$ cat config.mk
export PLATFORM = sky130hd
export DESIGN_NAME = apb_master_arb
export DESIGN_NICKNAME = d
export VERILOG_FILES = /design/src/rtl/apb_arb_pkg.sv /design/src/rtl/apb_rr_arbiter.sv /design/src/rtl/apb_master_arb.sv
export SDC_FILE = /design/constraint.sdc
export NUM_CORES = 1
export LEC_CHECK = 0
export CORE_MARGIN = 3
export CORE_UTILIZATION = 30
export CTS_CLUSTER_SIZE = 14
export DETAILED_ROUTE_END_ITERATION = 8
export PLACE_DENSITY = 0.61
export SKIP_LAST_GASP = 1
export SLEW_MARGIN = 20
export SYNTH_ARGS = -nofsm -noshare
export SYNTH_HDL_FRONTEND = slang
export SYNTH_HIERARCHICAL = 1
export SYNTH_SLANG_ARGS = --single-unit
$ cat constraint.sdc
create_clock -name pclk -period 3.02 [get_ports pclk]
set_input_delay 0.755 -clock pclk [delete_from_list [all_inputs] [get_ports pclk]]
set_output_delay 0.755 -clock pclk [all_outputs]
set_load 0.02 [all_outputs]
$ cat src/rtl/apb_arb_pkg.sv
// Shared types and defaults for the multi-requester APB master.
package apb_arb_pkg;

  typedef enum logic [1:0] {
    IDLE   = 2'd0,
    SETUP  = 2'd1,
    ACCESS = 2'd2
  } apb_state_t;

  localparam int ADDR_W_DEF  = 8;
  localparam int DATA_W_DEF  = 8;
  localparam int ID_W_MAX    = 3;
  localparam int RDATA_W_MAX = 32;

  // Widest-case response record; users slice down to their own widths.
  typedef struct packed {
    logic [ID_W_MAX-1:0]    id;
    logic [RDATA_W_MAX-1:0] rdata;
    logic                   err;
  } apb_rsp_t;

endpackage

$ cat src/rtl/apb_rr_arbiter.sv
// Round-robin picker: first asserted request at or after ptr, wrapping.
module apb_rr_arbiter #(
  parameter int NUM_REQ = 4
) (
  input  logic [NUM_REQ-1:0]         req,
  input  logic [$clog2(NUM_REQ)-1:0] ptr,
  input  logic                       en,
  output logic [NUM_REQ-1:0]         gnt,
  output logic [$clog2(NUM_REQ)-1:0] gnt_idx,
  output logic                       gnt_vld
);
  localparam int IW = $clog2(NUM_REQ);

  always_comb begin
    logic [IW-1:0] idx;
    gnt     = '0;
    gnt_idx = '0;
    gnt_vld = 1'b0;
    idx     = '0;
    for (int k = 0; k < NUM_REQ; k++) begin
      idx = IW'((int'(ptr) + k) % NUM_REQ);
      if (en && !gnt_vld && req[idx]) begin
        gnt[idx] = 1'b1;
        gnt_idx  = idx;
        gnt_vld  = 1'b1;
      end
    end
  end

endmodule

$ cat src/rtl/apb_master_arb.sv
// N-requester APB master: round-robin grant, SETUP/ACCESS sequencing, response return.
// Define APB_ARB_TIMEOUT_EN to abort ACCESS after TIMEOUT wait cycles.
module apb_master_arb
  import apb_arb_pkg::*;
#(
  parameter int NUM_REQ = 4,
  parameter int ADDR_W  = ADDR_W_DEF,
  parameter int DATA_W  = DATA_W_DEF,
  parameter int TIMEOUT = 16
) (
  input  logic                         pclk,
  input  logic                         prst,
  input  logic [NUM_REQ-1:0]           req_valid,
  input  logic [NUM_REQ-1:0]           req_write,
  input  logic [NUM_REQ*ADDR_W-1:0]    req_addr,
  input  logic [NUM_REQ*DATA_W-1:0]    req_wdata,
  output logic [NUM_REQ-1:0]           req_ready,
  output logic                         rsp_valid,
  output logic [$clog2(NUM_REQ)-1:0]   rsp_id,
  output logic [DATA_W-1:0]            rsp_rdata,
  output logic                         rsp_err,
  output logic                         psel,
  output logic                         penable,
  output logic                         pwrite,
  output logic                         pread,
  output logic [ADDR_W-1:0]            paddr,
  output logic [DATA_W-1:0]            pwdata,
  input  logic [DATA_W-1:0]            prdata,
  input  logic                         pready,
  input  logic                         pslverr
);
  localparam int IW = $clog2(NUM_REQ);

  logic [NUM_REQ-1:0][ADDR_W-1:0] addr_a;
  logic [NUM_REQ-1:0][DATA_W-1:0] wdata_a;
  assign addr_a  = req_addr;
  assign wdata_a = req_wdata;

  apb_state_t         state;
  logic [IW-1:0]      ptr, cur_id, gnt_idx;
  logic [NUM_REQ-1:0] gnt;
  logic               gnt_vld, arb_en, done, tmo;

`ifdef APB_ARB_TIMEOUT_EN
  localparam int CW = $clog2(TIMEOUT + 1);
  logic [CW-1:0] wait_cnt;
  // Abort on the wait cycle that would bring the count to TIMEOUT; pready wins.
  assign tmo = !pready && (wait_cnt == CW'(TIMEOUT - 1));
`else
  assign tmo = 1'b0;
`endif

  assign done   = (state == ACCESS) && (pready || tmo);
  assign arb_en = (state == IDLE) || done;

  apb_rr_arbiter #(.NUM_REQ(NUM_REQ)) u_arb (
    .req     (req_valid),
    .ptr     (ptr),
    .en      (arb_en),
    .gnt     (gnt),
    .gnt_idx (gnt_idx),
    .gnt_vld (gnt_vld)
  );

  assign req_ready = prst ? '0 : gnt;
  assign pread     = psel & ~pwrite;

  always_ff @(posedge pclk or posedge prst) begin
    if (prst) begin
      state     <= IDLE;
      ptr       <= '0;
      cur_id    <= '0;
      psel      <= 1'b0;
      penable   <= 1'b0;
      pwrite    <= 1'b0;
      paddr     <= '0;
      pwdata    <= '0;
      rsp_valid <= 1'b0;
      rsp_id    <= '0;
      rsp_rdata <= '0;
      rsp_err   <= 1'b0;
`ifdef APB_ARB_TIMEOUT_EN
      wait_cnt  <= '0;
`endif
    end else begin
      rsp_valid <= 1'b0;
      case (state)
        IDLE: ;
        SETUP: begin
          state   <= ACCESS;
          penable <= 1'b1;
`ifdef APB_ARB_TIMEOUT_EN
          wait_cnt <= '0;
`endif
        end
        ACCESS: begin
          if (done) begin
            state     <= IDLE;
            psel      <= 1'b0;
            penable   <= 1'b0;
            rsp_valid <= 1'b1;
            rsp_id    <= cur_id;
            rsp_rdata <= (pready && !pwrite) ? prdata : '0;
            rsp_err   <= pready ? pslverr : 1'b1;
          end
`ifdef APB_ARB_TIMEOUT_EN
          else begin
            wait_cnt <= wait_cnt + 1'b1;
          end
`endif
        end
        default: state <= IDLE;
      endcase
      // A grant overrides the completion path so back-to-back keeps psel high.
      if (gnt_vld) begin
        state   <= SETUP;
        psel    <= 1'b1;
        penable <= 1'b0;
        paddr   <= addr_a[gnt_idx];
        pwdata  <= wdata_a[gnt_idx];
        pwrite  <= req_write[gnt_idx];
        cur_id  <= gnt_idx;
        ptr     <= (gnt_idx == IW'(NUM_REQ - 1)) ? '0 : gnt_idx + 1'b1;
      end
    end
  end

endmodule

Word-level counts from Yosys, hierarchy flattened
Cells that the tools add are included.
{ "word_totals": {"ff_bits": 37, "inputBits": 84, "output_inout_bits": 36, "wordCells": 109} }
{ "classes": {"addsub": 4, "magnitude_cmp": 9, "n_eq_ne": 5, "mux": 48, "bitwise": 5, "reduce_logical": 26} }
{ "ops": {"columns": ["operator", "count"], "rows": [
  ["binary-select mux 8 bit (select 2 bit)", 2],
  ["2-to-1 mux 8 bit", 3],
  ["2-to-1 mux 1 bit", 20],
  ["2-to-1 mux 4 bit", 5],
  ["less-than comparator 2 x 3 -> 1 bit (second input constant)", 5],
  ["2-to-1 mux 2 bit", 7],
  ["logical AND 1 bit", 13],
  ["bitwise OR 4 bit", 3],
  ["binary-select mux 1 bit (select 2 bit)", 5],
  ["demux 1 bit (select 2 bit)", 4],
  ["greater-or-equal comparator 2 x 1 -> 1 bit (second input constant)", 4],
  ["AND reduction 2 bit", 4],
  ["one-hot mux 2 bit (3 select lines)", 1],
  ["adder 2 x 1 -> 2 bit (second input constant)", 2],
  ["adder 2 bit (second input constant)", 2],
  ["== test 2 bit (second input constant)", 2],
  ["logical NOT 1 bit", 4],
  ["nonzero test 2 bit", 2],
  ["inequality test 3 bit (second input constant)", 1],
  ["nonzero test 3 bit", 1],
  ["== test 2 x 1 -> 1 bit (second input constant)", 1],
  ["logical NOT 2 bit", 1],
  ["inequality test 2 bit (second input constant)", 1],
  ["one-hot mux 1 bit (2 select lines)", 1],
  ["other kinds (3)", 3]
]} }

Depth between registers and ports, before layout
Gate-level depths: netlist (run 1).
{ "depth": {"ltp_word": 19, "mapped_depth": 13, "ltp_nobuf": 10} }

Modules after synthesis
Netlist (run 1), hierarchy kept.
{ "by_module_without_submodules": {"columns": ["mod", "instances", "cells_each", "area_per_inst_um2", "seq_area_each_um2"], "rows": [
  ["apb_master_arb", 1, 164, 1996.9, 925.9],
  ["apb_rr_arbiter", 1, 66, 564.3, 0.0]
]} }

Worst setup path after synthesis (run 1)
OpenSTA, ideal clock, no wires.
{ "synth_path": {"path_kind": "reg-to-output", "start": "register ptr[0]", "end": "output port req_ready[0]", "arrival_time_ns": 2.458, "required_time_ns": 2.265, "setup_slack_ns": -0.193, "stages_incl_launch_ff": 9, "path_buffers": 2, "path_cell_list": "dfrtp_1 buf_6 buf_4 inv_1 ha_1 mux4_2 nor4b_2 a221o_1 nor2b_1"} }
{ "synth_between": {"elab_chain_cells": 17, "elab_cells_between_ends": 52, "classes_between": "3 x add/sub; 8 x order compare; 24 x mux; 3 x bitwise; 14 x reduce/logical"} }
{ "synth_rtl": {"columns": ["element", "line_no", "source"], "rows": [
  ["start, declared", "apb_master_arb.sv:40", "logic [IW-1:0] ptr, cur_id, gnt_idx;"],
  ["start signal, assigned", "apb_master_arb.sv:123", "ptr <= (gnt_idx == IW'(NUM_REQ - 1)) ? '0 : gnt_idx + 1'b1;"],
  ["branches (longest 15 deep; another with less-than comparator 2 x 3 -> 1 bit)", null, null],
  ["2-to-1 mux 4 bit *", "apb_rr_arbiter.sv:22", "if (en && !gnt_vld && req[idx]) begin"],
  ["net gnt[0]", "apb_master_arb.sv:41", "logic [NUM_REQ-1:0] gnt;"],
  ["2-to-1 mux 4 bit *", "apb_master_arb.sv:65", "assign req_ready = prst ? '0 : gnt;"],
  ["end, declared", "apb_master_arb.sv:17", "output logic [NUM_REQ-1:0] req_ready,"]
]} }
Mark *: on every way through the listed nets, which the timed path passes. The select of a mux whose other input is x is not followed.

Worst setup path after layout (run 1)
{ "layout_path": {"start": "input port req_valid[3]", "end": "output port req_ready[0]"} }
{ "layout_between": {"elab_chain_cells": 17, "elab_cells_between_ends": 29, "classes_between": "16 x mux; 3 x bitwise; 10 x reduce/logical"} }
{ "layout_rtl": {"columns": ["element", "line_no", "source"], "rows": [
  ["start, declared", "apb_master_arb.sv:13", "input logic [NUM_REQ-1:0] req_valid,"],
  ["binary-select mux 1 bit (select 2 bit)", "apb_rr_arbiter.sv:22", null],
  ["2-to-1 mux 1 bit (not written as such)", "apb_rr_arbiter.sv:22", null],
  ["logical AND 1 bit", "apb_rr_arbiter.sv:22", null],
  ["2-to-1 mux 1 bit", "apb_rr_arbiter.sv:22", null],
  ["logical NOT 1 bit", "apb_rr_arbiter.sv:22", null],
  ["logical AND 1 bit (2 in series)", "apb_rr_arbiter.sv:22", null],
  ["2-to-1 mux 1 bit", "apb_rr_arbiter.sv:22", null],
  ["logical NOT 1 bit", "apb_rr_arbiter.sv:22", null],
  ["logical AND 1 bit (2 in series)", "apb_rr_arbiter.sv:22", null],
  ["2-to-1 mux 1 bit", "apb_rr_arbiter.sv:22", null],
  ["logical NOT 1 bit", "apb_rr_arbiter.sv:22", null],
  ["logical AND 1 bit (2 in series)", "apb_rr_arbiter.sv:22", null],
  ["2-to-1 mux 4 bit *", "apb_rr_arbiter.sv:22", null],
  ["net gnt[0]", "apb_master_arb.sv:41", null],
  ["2-to-1 mux 4 bit *", "apb_master_arb.sv:65", null]
]} }
The timed path passes the listed nets; every way through them passes the cells marked *. The select of a mux whose other input is x is not followed.

==> out/metrics.cfg, run 1 <==
[synthesis]
ys_warn_count=6
synth_ff_type=dfrtp_1
syn_area_per_cell_um2=11.14
yosysTopAreaCell=dfrtp_1
synth_edf_count=0
netlist_area_um2=2561
yosysTopAreaCellShare=0.3615
yosysUniqueCellTypes=44
yosysSeqAreaShare=0.3615
synthesis.nets=322
async_flop_share=1.000
yosys-top-cells-count=dfrtp_1, mux2i_1, nand2b_1
synthCells=230
yosys-top-cells-area=dfrtp_1, mux2i_1, o221ai_1, mux2_4, nand2b_1
ys_ff_latch=37

[timing]
hold_slack_ns=0.5044
worst_pin_slew_ns=0.4532
relSlewSlack=0.6960
skew_ns=0.005322
min_period_over_period=1.015
worst_slack_ns=-0.04564
final.min_clock_period_ns=3.066
fmax_mhz=326.2
setup_violations=4
hold_violations=0
grt_setup_unrepaired=true
slew_viol_final=0

[power_and_ir_drop]
leakagePower_nw=1.794
power_density_nw_per_um2=1036
p_clk_frac=0.099
swShare=0.3965
internal-power_mw=2.663
switchingPower_mw=1.749
peakVddDrop_uv=415.7
p_comb_frac=0.700
power_frac_seq=0.202

[placed_design]
io_buffers=119
place_area_um2=4096
preCtsSetupSlack_ns=-0.8898
place_congestion=0.8930
hpwl_um=5561

[critical_path]
critPathMaxFanout=6
crit_start=req_valid[3]
required_ns=2.26
worstSetupPathType=input pin to output pin
timing.critical_path.mode_cell=nor2b_4
end_kind=output pin
crit_cells=8
reg2reg_slack_ns=0.34
worstPathCellList=buf_2, mux4_2, nor2b_4, a22oi_1, nor2b_1, a221o_1, nor2b_4, buf_6
cp_slowest_cell=mux4_2
worstPathArrival_ns=2.31
cp_slowest_stage_delay_ns=0.51
crit_family=multiplexers
reg2regPathDepth=10
startpoint_type=input pin
r2r_start=ptr[0]$_DFFE_PP0P_
crit_buf_inv=2

[global_routing]
grt-ovfl-total=0
grt_max_degree=26
grt_pass1_wl_um=11450
antenna_found_initial=0
gr-usage-all-layers=0.1423
grt_pass1_vias=2390

[floorplanning]
die_y_um=98.40
core.rowCount=33
start_util=0.3102
ioPinCount=120
core-area_um2=8258
dieArea_um2=9682
die_x_um=98.40

[outcome]
status=finished with violations
violations=negative setup slack

[clocking]
hold_buffers=0
root_buffer=clkbuf_8
cts_tree=built
cts_buffers=5
clock_latency_ns=0.29
clk_pin_slew_ns=0.08
clk_path_buf_depth=2
cts_sinks=37
htreeDepth=2

[flow_run]
maxCapViolations=0

[detailed_routing]
wire_per_inst_um=14.36
wirelength_um=6965
vias=2315
route.detailed.drc=0
firstDrtPassIters=4
ant_nets=0
first_iter_violations=79
via_per_inst=4.773

[layout]
drive_gt1_frac=0.2395
fin_area_um2=4259
final_nets=471
n_fill_cell=759
areaGrowthSynthToFinish_pct=66.29
diodes=0

[hold_path]
hold_path.class=register to register
min-delay-start=pwdata[2]$_DFFE_PP0P_
holdPathStages=2

power groups by stage:
stage	logic, mW	registers (mW)	clock network (mW)
floorplan	1.66	1.12	0
global placement	3.02	0.888	0
detailed placement	3.05	0.891	0
CTS	3.11	0.892	0.446
global route	3.34	0.926	0.466
finish	3.09	0.889	0.435
what timing repair did:
item / CTS / global route
endpoints found under the setup margin: 17 / 4
gates resized for setup: 49 / 1
pin swaps: 4 / 0
setup buffers: 3 / 1
flip-flops by register name, indices dropped and copies added, names as in the netlist:
register / flops
state: 2
paddr: 8
rsp_err: 1
psel: 1
penable: 1
ptr: 2
rsp_valid: 1
rsp_rdata: 8
cur_id: 2
pwrite: 1
pwdata: 8
rsp_id: 2
metal layers:
metal / wire length [um] / share of wire / track usage / vias to the layer above
met4: 48 / 0.0069 / 0.02941 / 0
met2: 3510 / 0.50 / 0.2491 / 78
met3: 464 / 0.067 / 0.04500 / 6
met1: 2941 / 0.42 / 0.1716 / 1082
li1: - / - / - / 1149
met5: 0 / 0 / 0 / -
final cells by class:
type	count	area [um2]	area share
timing repair buffer	159	1516	0.3561
clock buffer	5	68.82	0.01616
tap	105	131.4	0.03085
inverter	10	37.54	0.008813
sequential	37	925.9	0.2174
multi-input combinational	166	1533	0.3599
clock inverter	3	46.29	0.01087
cells in the final DEF, fill, tap and decap left out, types with 2 or more instances in the layout:
| cell | netlist | layout |
|---|---|---|
| o221ai_1 | 17 | 17 |
| clkbuf_8 | 0 | 5 |
| a22oi_1 | 4 | 4 |
| nor2b_4 | 1 | 3 |
| buf_2 | 6 | 2 |
| nand2b_1 | 18 | 18 |
| a221o_1 | 4 | 4 |
| nor2b_1 | 16 | 12 |
| nand3_1 | 3 | 3 |
| inv_1 | 10 | 7 |
| o211ai_1 | 3 | 3 |
| nor2b_2 | 0 | 2 |
| o21ai_0 | 3 | 3 |
| buf_12 | 1 | 2 |
| mux2_2 | 9 | 9 |
| ha_1 | 8 | 7 |
| mux2_4 | 8 | 8 |
| mux2i_1 | 37 | 37 |
| clkdlybuf4s50_1 | 0 | 110 |
| buf_6 | 3 | 7 |
| inv_2 | 0 | 2 |
| buf_4 | 5 | 37 |
| a21oi_1 | 4 | 4 |
| nor2_1 | 4 | 4 |
| dfrtp_1 | 37 | 37 |
| mux4_2 | 3 | 3 |
| nand2_1 | 4 | 4 |
per-stage QoR:
step	util	TNS (ns)	power, mW	instances
2_1_floorplan	-	0	2.775	230
3_3_place_gp	0.4961	-9.328	3.909	473
3_5_place_dp	0.4961	-10.04	3.937	473
4_1_cts	0.5139	-0.1525	4.445	484
5_1_grt	0.5158	-0.4209	4.729	485
6_report	0.5158	-0.1636	4.412	485
cell families (layout without fill, tap and decap cells):
logic type | Yosys count | count (layout) | synth area share
multiplexers | 57 | 57 | 0.2575
AND/OR/NAND/NOR | 55 | 55 | 0.1358
AO/OA/AOI/OAI | 46 | 46 | 0.1412
flip-flops | 37 | 37 | 0.3615
buffers and inverters | 27 | 177 | 0.06498
adder cells (fa/ha/maj) | 8 | 8 | 0.03908
worst min-delay path, cell delays in order (launching register included):
cell and delay, ns:
dfrtp_1 0.35, nand2b_1 0.06, o221ai_1 0.06
worst paths after layout:
check                                            to
max reg2reg                   pwdata[7]$_DFFE_PP0P_
max                                    req_ready[0]
min                           pwdata[2]$_DFFE_PP0P_
min in group asynchronous  rsp_rdata[2]$_DFFE_PP0P_
min reg2reg                   pwdata[2]$_DFFE_PP0P_
max in group asynchronous      paddr[5]$_DFFE_PP0P_
Note: power is estimated with default switching activity, not from simulation.
==> run 2, diff against run 1 <==
--- a/config.mk
+++ b/config.mk
@@ -9,10 +9,10 @@
 export CORE_UTILIZATION = 30
 export CTS_CLUSTER_SIZE = 14
 export DETAILED_ROUTE_END_ITERATION = 8
-export PLACE_DENSITY = 0.61
+export PLACE_DENSITY = 0.6
 export SKIP_LAST_GASP = 1
 export SLEW_MARGIN = 20
 export SYNTH_ARGS = -nofsm -noshare
 export SYNTH_HDL_FRONTEND = slang
-export SYNTH_HIERARCHICAL = 1
 export SYNTH_SLANG_ARGS = --single-unit
+export TNS_END_PERCENT = 1
==> constraint.sdc (replaced) <==
create_clock -name pclk -period 3.25 [get_ports pclk]
set_input_delay 0.8125 -clock pclk [delete_from_list [all_inputs] [get_ports pclk]]
set_output_delay 0.8125 -clock pclk [all_outputs]
set_load 0.02 [all_outputs]
==> out/metrics.cfg, run 2 <==
[synthesis]
ys_ff_latch=37  ; unchanged
synth_most_common_cell=nand2_1
synthCells=248  ; +7.8%
yosys-top-cells-area=dfrtp_1, mux2i_1, nand2_1, o221ai_1, ha_1
yosys-top-cells-count=nand2_1, dfrtp_1, mux2i_1
yosysTopAreaCell=dfrtp_1
syn_area_per_cell_um2=9.747  ; -12%
synth_edf_count=0  ; unchanged
netlist_area_um2=2417  ; -5.6%
yosysTopAreaCellShare=0.3830  ; +0.02152
synthesis.nets=340  ; +5.6%
yosysSeqAreaShare=0.3830  ; +0.02152
synth_ff_type=dfrtp_1
ys_warn_count=0  ; -6
async_flop_share=1.000  ; unchanged
yosysUniqueCellTypes=42  ; -4.5%

[floorplanning]
core-area_um2=7767  ; -5.9%
die_x_um=95.77  ; -2.7%
start_util=0.3112  ; +0.001060
ioPinCount=120  ; unchanged
core.rowCount=32  ; -3.0%
dieArea_um2=9171  ; -5.3%
die_y_um=95.77  ; -2.7%

[clocking]
clock_latency_ns=0.29  ; about the same
clk_path_buf_depth=2  ; unchanged
htreeDepth=2  ; unchanged
cts_buffers=5  ; unchanged
root_buffer=clkbuf_8
cts_sinks=37  ; unchanged
clk_pin_slew_ns=0.08  ; about the same
cts_tree=built

[placed_design]
io_buffers=119  ; unchanged
hpwl_um=5389  ; -3.1%
place_congestion=0.8481  ; -5.0%
preCtsSetupSlack_ns=-0.8007  ; +0.08907 ns

[layout]
seq_area_um2=925.9  ; unchanged
final_cell_mix=clkdlybuf4s50_1, nand2_1, dfrtp_1
reg.largest.list=paddr x8, pwdata x8, rsp_rdata x8
final_nets=474  ; +0.64%
multi_input_area_um2=1375  ; -10%
n_fill_cell=732  ; -3.6%
areaGrowthSynthToFinish_pct=65.73
drive_gt1_frac=0.1462  ; -0.09326
diodes=0  ; unchanged
layout_commonest_cell=clkdlybuf4s50_1

[detailed_routing]
first_iter_violations=60  ; -24%
via_per_inst=4.885  ; +2.3%
firstDrtPassIters=5  ; +1
wirelength_um=7168  ; +2.9%
route.detailed.drc=0  ; unchanged
ant_nets=0  ; unchanged
vias=2369  ; +2.3%
wire_per_inst_um=14.78  ; +2.9%

[critical_path]
required_ns=2.44  ; +0.18 ns
cp_slowest_cell=mux4_2
worstSetupPathType=input pin to output pin
worstPathArrival_ns=2.37  ; +0.06 ns
critPathMaxFanout=4  ; -2
cp_slowest_stage_delay_ns=0.52  ; about the same
end_kind=output pin
startpoint_type=input pin
worstPathCellList=clkdlybuf4s15_1, mux4_2, and3_4, a222oi_1, a21oi_2, buf_6

[timing]
min_period_over_period=0.9798
worst_pin_slew_ns=0.6923  ; +0.2391 ns
setup_violations=0  ; -4
fmax_mhz=314.0
final.min_clock_period_ns=3.184
hold_slack_ns=0.4746  ; -0.02977 ns
worst_slack_ns=0.06570  ; +0.1113 ns
skew_ns=0.009614  ; +0.004292 ns
relSlewSlack=0.5371  ; -0.1589
grt_setup_unrepaired=true
hold_violations=0  ; unchanged
slew_viol_final=0  ; unchanged

[global_routing]
antenna_found_initial=0  ; unchanged
grt_max_degree=38  ; +46%
grt_pass1_vias=2374  ; -0.67%
grt_pass1_wl_um=11630  ; +1.6%
grt-ovfl-total=0  ; unchanged
gr-usage-all-layers=0.1593  ; +0.01705

[power_and_ir_drop]
power_density_nw_per_um2=896.2  ; -13%
peakVddDrop_uv=339.5  ; -18%
leakagePower_nw=1.859  ; +3.6%

[hold_path]
hold_path.class=register to register

[flow_run]
maxCapViolations=0  ; unchanged

[outcome]
status=complete, no violations

[run 2: cell types whose count changed in the layout (fill, tap and decap cells not counted), sizes merged, moves of 4 or more]
cell    change
nand2      +43
mux2       -16
buf        -15
nor2b      -15
o21ai       +7
a21oi       +4
a221o       -4
a222oi      +4
a22oi       -4
nand2b      -4
[run 2: cell families (layout without fill, tap and decap cells)]
logic type | after synthesis | after routing | share of synthesized area
and+or+nand+nor | 82 | 82 | 0.1615
AOI/OAI and AO/OA | 55 | 55 | 0.1770
muxes | 39 | 39 | 0.1687
DFF | 37 | 37 | 0.3830
buffers and inverters | 27 | 162 | 0.06832
adders and majority gates | 8 | 8 | 0.04141
[run 2: metrics by stage]
stage,TNS [ns],total power [mW],util,cell area [um2],cells
2_1_floorplan,-0.06473,2.280,-,2421,248
3_3_place_gp,-2.917,3.158,0.4947,3842,473
3_5_place_dp,-3.056,3.187,0.4947,3842,473
4_1_cts,0,3.633,0.5148,3999,484
5_1_grt,-0.02243,3.879,0.5158,4006,485
6_report,0,3.590,0.5158,4006,485
[run 2: timing repair]
item	CTS	global route
setup buffers	3	1
gates cloned	0	0
hold buffers	0	0
endpoints found under the setup margin	4	4
hold endpoints to repair	0	0
pin swaps	4	5
gates resized for setup	33	8
[run 2: cell type report]
class                   count  share of cell area
multi-input cells         184              0.3432
flip-flops and latches     37              0.2311
repair buffers            147              0.3585
well taps                 102             0.03186
clock buffers               5             0.01718
clock inverters             3             0.01156
inverters                   7            0.006558
[run 2: report_power, final]
part	total [mW]	internal [mW]	switching [mW]
clock network	0.406	0.230	0.176
registers	0.823	0.682	0.140
logic	2.36	1.16	1.20
total	3.59	2.07	1.52
[run 2: routing by layer]
layer  vias up  wire [um]  global-route usage
met1      1117       3081              0.2061
met5         -          0                   0
li1       1165          -                   -
met2        83       3550              0.2640
met3         4        451             0.03831
met4         0         85             0.04621
[run 2: critical path: cells and delay by family]
kind | cells | cell delay [ns]
muxes | 1 | 0.52
AOI/OAI and AO/OA | 2 | 0.49
buffers and inverters | 2 | 0.33
and+or+nand+nor | 1 | 0.22
[run 2: final timing paths]
| path | cells after the start | from | slack (ns) | endpoint |
|---|---|---|---|---|
| max in group asynchronous | 3 | prst | 1.81 | paddr[2]$_DFFE_PP0P_ |
| worst max-delay path | 6 | req_valid[3] | 0.07 | req_ready[0] |
| worst min-delay path | 2 | cur_id[0]$_DFFE_PP0P_ | 0.47 | rsp_id[0]$_DFFE_PP0P_ |
| worst max register to register | 10 | ptr[0]$_DFFE_PP0P_ | 0.79 | pwrite$_DFFE_PP0P_ |
| min in group asynchronous | 3 | prst | 1.09 | penable$_DFFE_PP0P_ |
| worst min register to register | 2 | cur_id[0]$_DFFE_PP0P_ | 0.47 | rsp_id[0]$_DFFE_PP0P_ |
==> run 3, diff against run 2 <==
--- a/config.mk
+++ b/config.mk
@@ -9,6 +9,7 @@
 export CORE_UTILIZATION = 30
 export CTS_CLUSTER_SIZE = 14
 export DETAILED_ROUTE_END_ITERATION = 8
+export GPL_TIMING_DRIVEN = 0
 export PLACE_DENSITY = 0.6
 export SKIP_LAST_GASP = 1
 export SLEW_MARGIN = 20
==> out/metrics.cfg, run 3 (synthesis gave the netlist of run 2 again) <==
[outcome]
status=complete, no violations

[placed_design]
dp.cells=469  ; -0.85%
place_area_um2=3750  ; -2.4%
io_buffers=118  ; -0.84%
hpwl_um=5728  ; +6.3%
preCtsSetupSlack_ns=-0.9165  ; -0.1158 ns
place_congestion=0.8304  ; -2.1%

[timing]
grt_setup_unrepaired=true
fmax_mhz=309.1  ; -1.6%
worst_pin_slew_ns=0.5253  ; -0.1669 ns
worst_slack_ns=0.01443  ; -0.05127 ns
relSlewSlack=0.6498  ; +0.1127
final.min_clock_period_ns=3.236  ; +0.05127 ns
skew_ns=0.01153  ; +0.001921 ns
slew_viol_final=0  ; unchanged
setup_violations=0  ; unchanged
hold_slack_ns=0.4745  ; -0.0001720 ns
setup_tns_ns=0  ; unchanged
hold_violations=0  ; unchanged
min_period_over_period=0.9956  ; +0.01578

[clocking]
cts_buffers=5  ; unchanged
clk_path_buf_depth=2  ; unchanged
htreeDepth=2  ; unchanged
cts_tree=built
clock_latency_ns=0.29  ; about the same
cts_sinks=37  ; unchanged
hold_buffers=0  ; unchanged
clk_pin_slew_ns=0.08  ; about the same
root_buffer=clkbuf_8

[layout]
fin_area_um2=4055  ; +1.2%
areaGrowthSynthToFinish_pct=67.75
final_cell_mix=clkdlybuf4s50_1, nand2_1, mux2i_1
drive_gt1_frac=0.1481  ; +0.001838
diodes=0  ; unchanged
stdcell_count=487  ; +0.41%
final_nets=476  ; +0.42%
final_util=0.5221  ; +0.006282
layout_commonest_cell=clkdlybuf4s50_1
reg.largest.list=paddr x8, pwdata x8, rsp_rdata x8

[floorplanning]
die_x_um=95.77  ; unchanged
core.rowCount=32  ; unchanged
start_util=0.3112  ; unchanged
core-area_um2=7767  ; unchanged
die_y_um=95.77  ; unchanged
ioPinCount=120  ; unchanged
dieArea_um2=9171  ; unchanged

[critical_path]
end_kind=output pin
r2r_start=ptr[0]$_DFFE_PP0P_
worstSetupPathType=input pin to output pin
worstPathArrival_ns=2.42  ; +0.05 ns
critPathMaxFanout=4  ; unchanged
startpoint_type=input pin
endpoint=req_ready[0]
reg2reg_slack_ns=0.75  ; -0.04 ns
reg2regPathDepth=10  ; unchanged
required_ns=2.44  ; about the same
timing.rr.end=pwdata[5]$_DFFE_PP0P_
crit_start=req_valid[0]

[global_routing]
grt_pass1_vias=2482  ; +4.5%
grt-ovfl-total=0  ; unchanged
grt_max_degree=29  ; -24%
grt_pass1_wl_um=12180  ; +4.7%
antenna_found_initial=0  ; unchanged
gr-usage-all-layers=0.1692  ; +0.009857

[detailed_routing]
ant_nets=0  ; unchanged
first_iter_violations=60  ; unchanged
wire_per_inst_um=15.60  ; +5.6%
firstDrtPassIters=5  ; unchanged
wirelength_um=7599  ; +6.0%
via_per_inst=4.938  ; +1.1%
route.detailed.drc=0  ; unchanged
vias=2405  ; +1.5%

[power_and_ir_drop]
power_density_nw_per_um2=925.2  ; +3.2%
finalPower_mw=3.752  ; +4.5%
leakagePower_nw=1.853  ; -0.32%
peakVddDrop_uv=489.6  ; +44%

[hold_path]
hold_path.class=register to register

[flow_run]
maxCapViolations=0  ; unchanged

[run 3: cell types whose count changed in the layout (fill, tap and decap cells not counted), moves of 2 or more]
| cell | delta |
|---|---|
| clkbuf_1 | +8 |
| buf_4 | -6 |
| buf_8 | +2 |
| clkbuf_2 | -2 |
| dfrtp_1 | -2 |
| dfrtp_2 | +2 |
| inv_1 | -2 |
[run 3: how the worst min path moves through the flow]
stage,from,to,depth (start not counted)
3_5_place_dp,rsp_err$_DFFE_PP0P_,rsp_err$_DFFE_PP0P_,2
5_1_grt,cur_id[1]$_DFFE_PP0P_,rsp_id[1]$_DFFE_PP0P_,2
6_report,cur_id[1]$_DFFE_PP0P_,rsp_id[1]$_DFFE_PP0P_,2
2_1_floorplan,cur_id[0]$_DFFE_PP0P_,rsp_id[0]$_DFFE_PP0P_,2
4_1_cts,cur_id[1]$_DFFE_PP0P_,rsp_id[1]$_DFFE_PP0P_,2
3_3_place_gp,rsp_err$_DFFE_PP0P_,rsp_err$_DFFE_PP0P_,2
[run 3: final cells by class]
type	count	area (um2)
Fill cell	724	3712
Multi-Input combinational cell	184	1385
Timing Repair Buffer	133	1321
Sequential cell	37	928.4
Tap cell	102	127.6
Buffer	16	118.9
Clock buffer	5	68.82
Clock inverter	3	68.82
Inverter	7	36.28
[run 3: power by group]
| group | switching, mW | leakage, nW | internal, mW |
|---|---|---|---|
| Sequential | 0.144 | 0.454 | 0.685 |
| Clock | 0.177 | 0.0687 | 0.309 |
| Combinational | 1.25 | 1.33 | 1.19 |
| Total | 1.57 | 1.85 | 2.18 |
[run 3: layer usage]
layer,global-route usage,share of wire,vias to the layer above
li1,-,-,1170
met1,0.2080,0.41,1123
met2,0.2895,0.49,97
met3,0.04300,0.075,15
met4,0.05332,0.020,0
met5,0,0,-
[run 3: what timing repair did]
item                       4_1_cts  5_1_grt
gates resized for setup         52       10
pin swaps                        3        6
setup buffers                   12        2
setup endpoints to repair        4        4
[run 3: worst max-delay path: stages]
cell       delay (ns)
buf_8            0.10
buf_6            0.12
mux4_2           0.49
a2111oi_4        0.40
a222oi_1         0.20
a21oi_2          0.17
buf_6            0.13
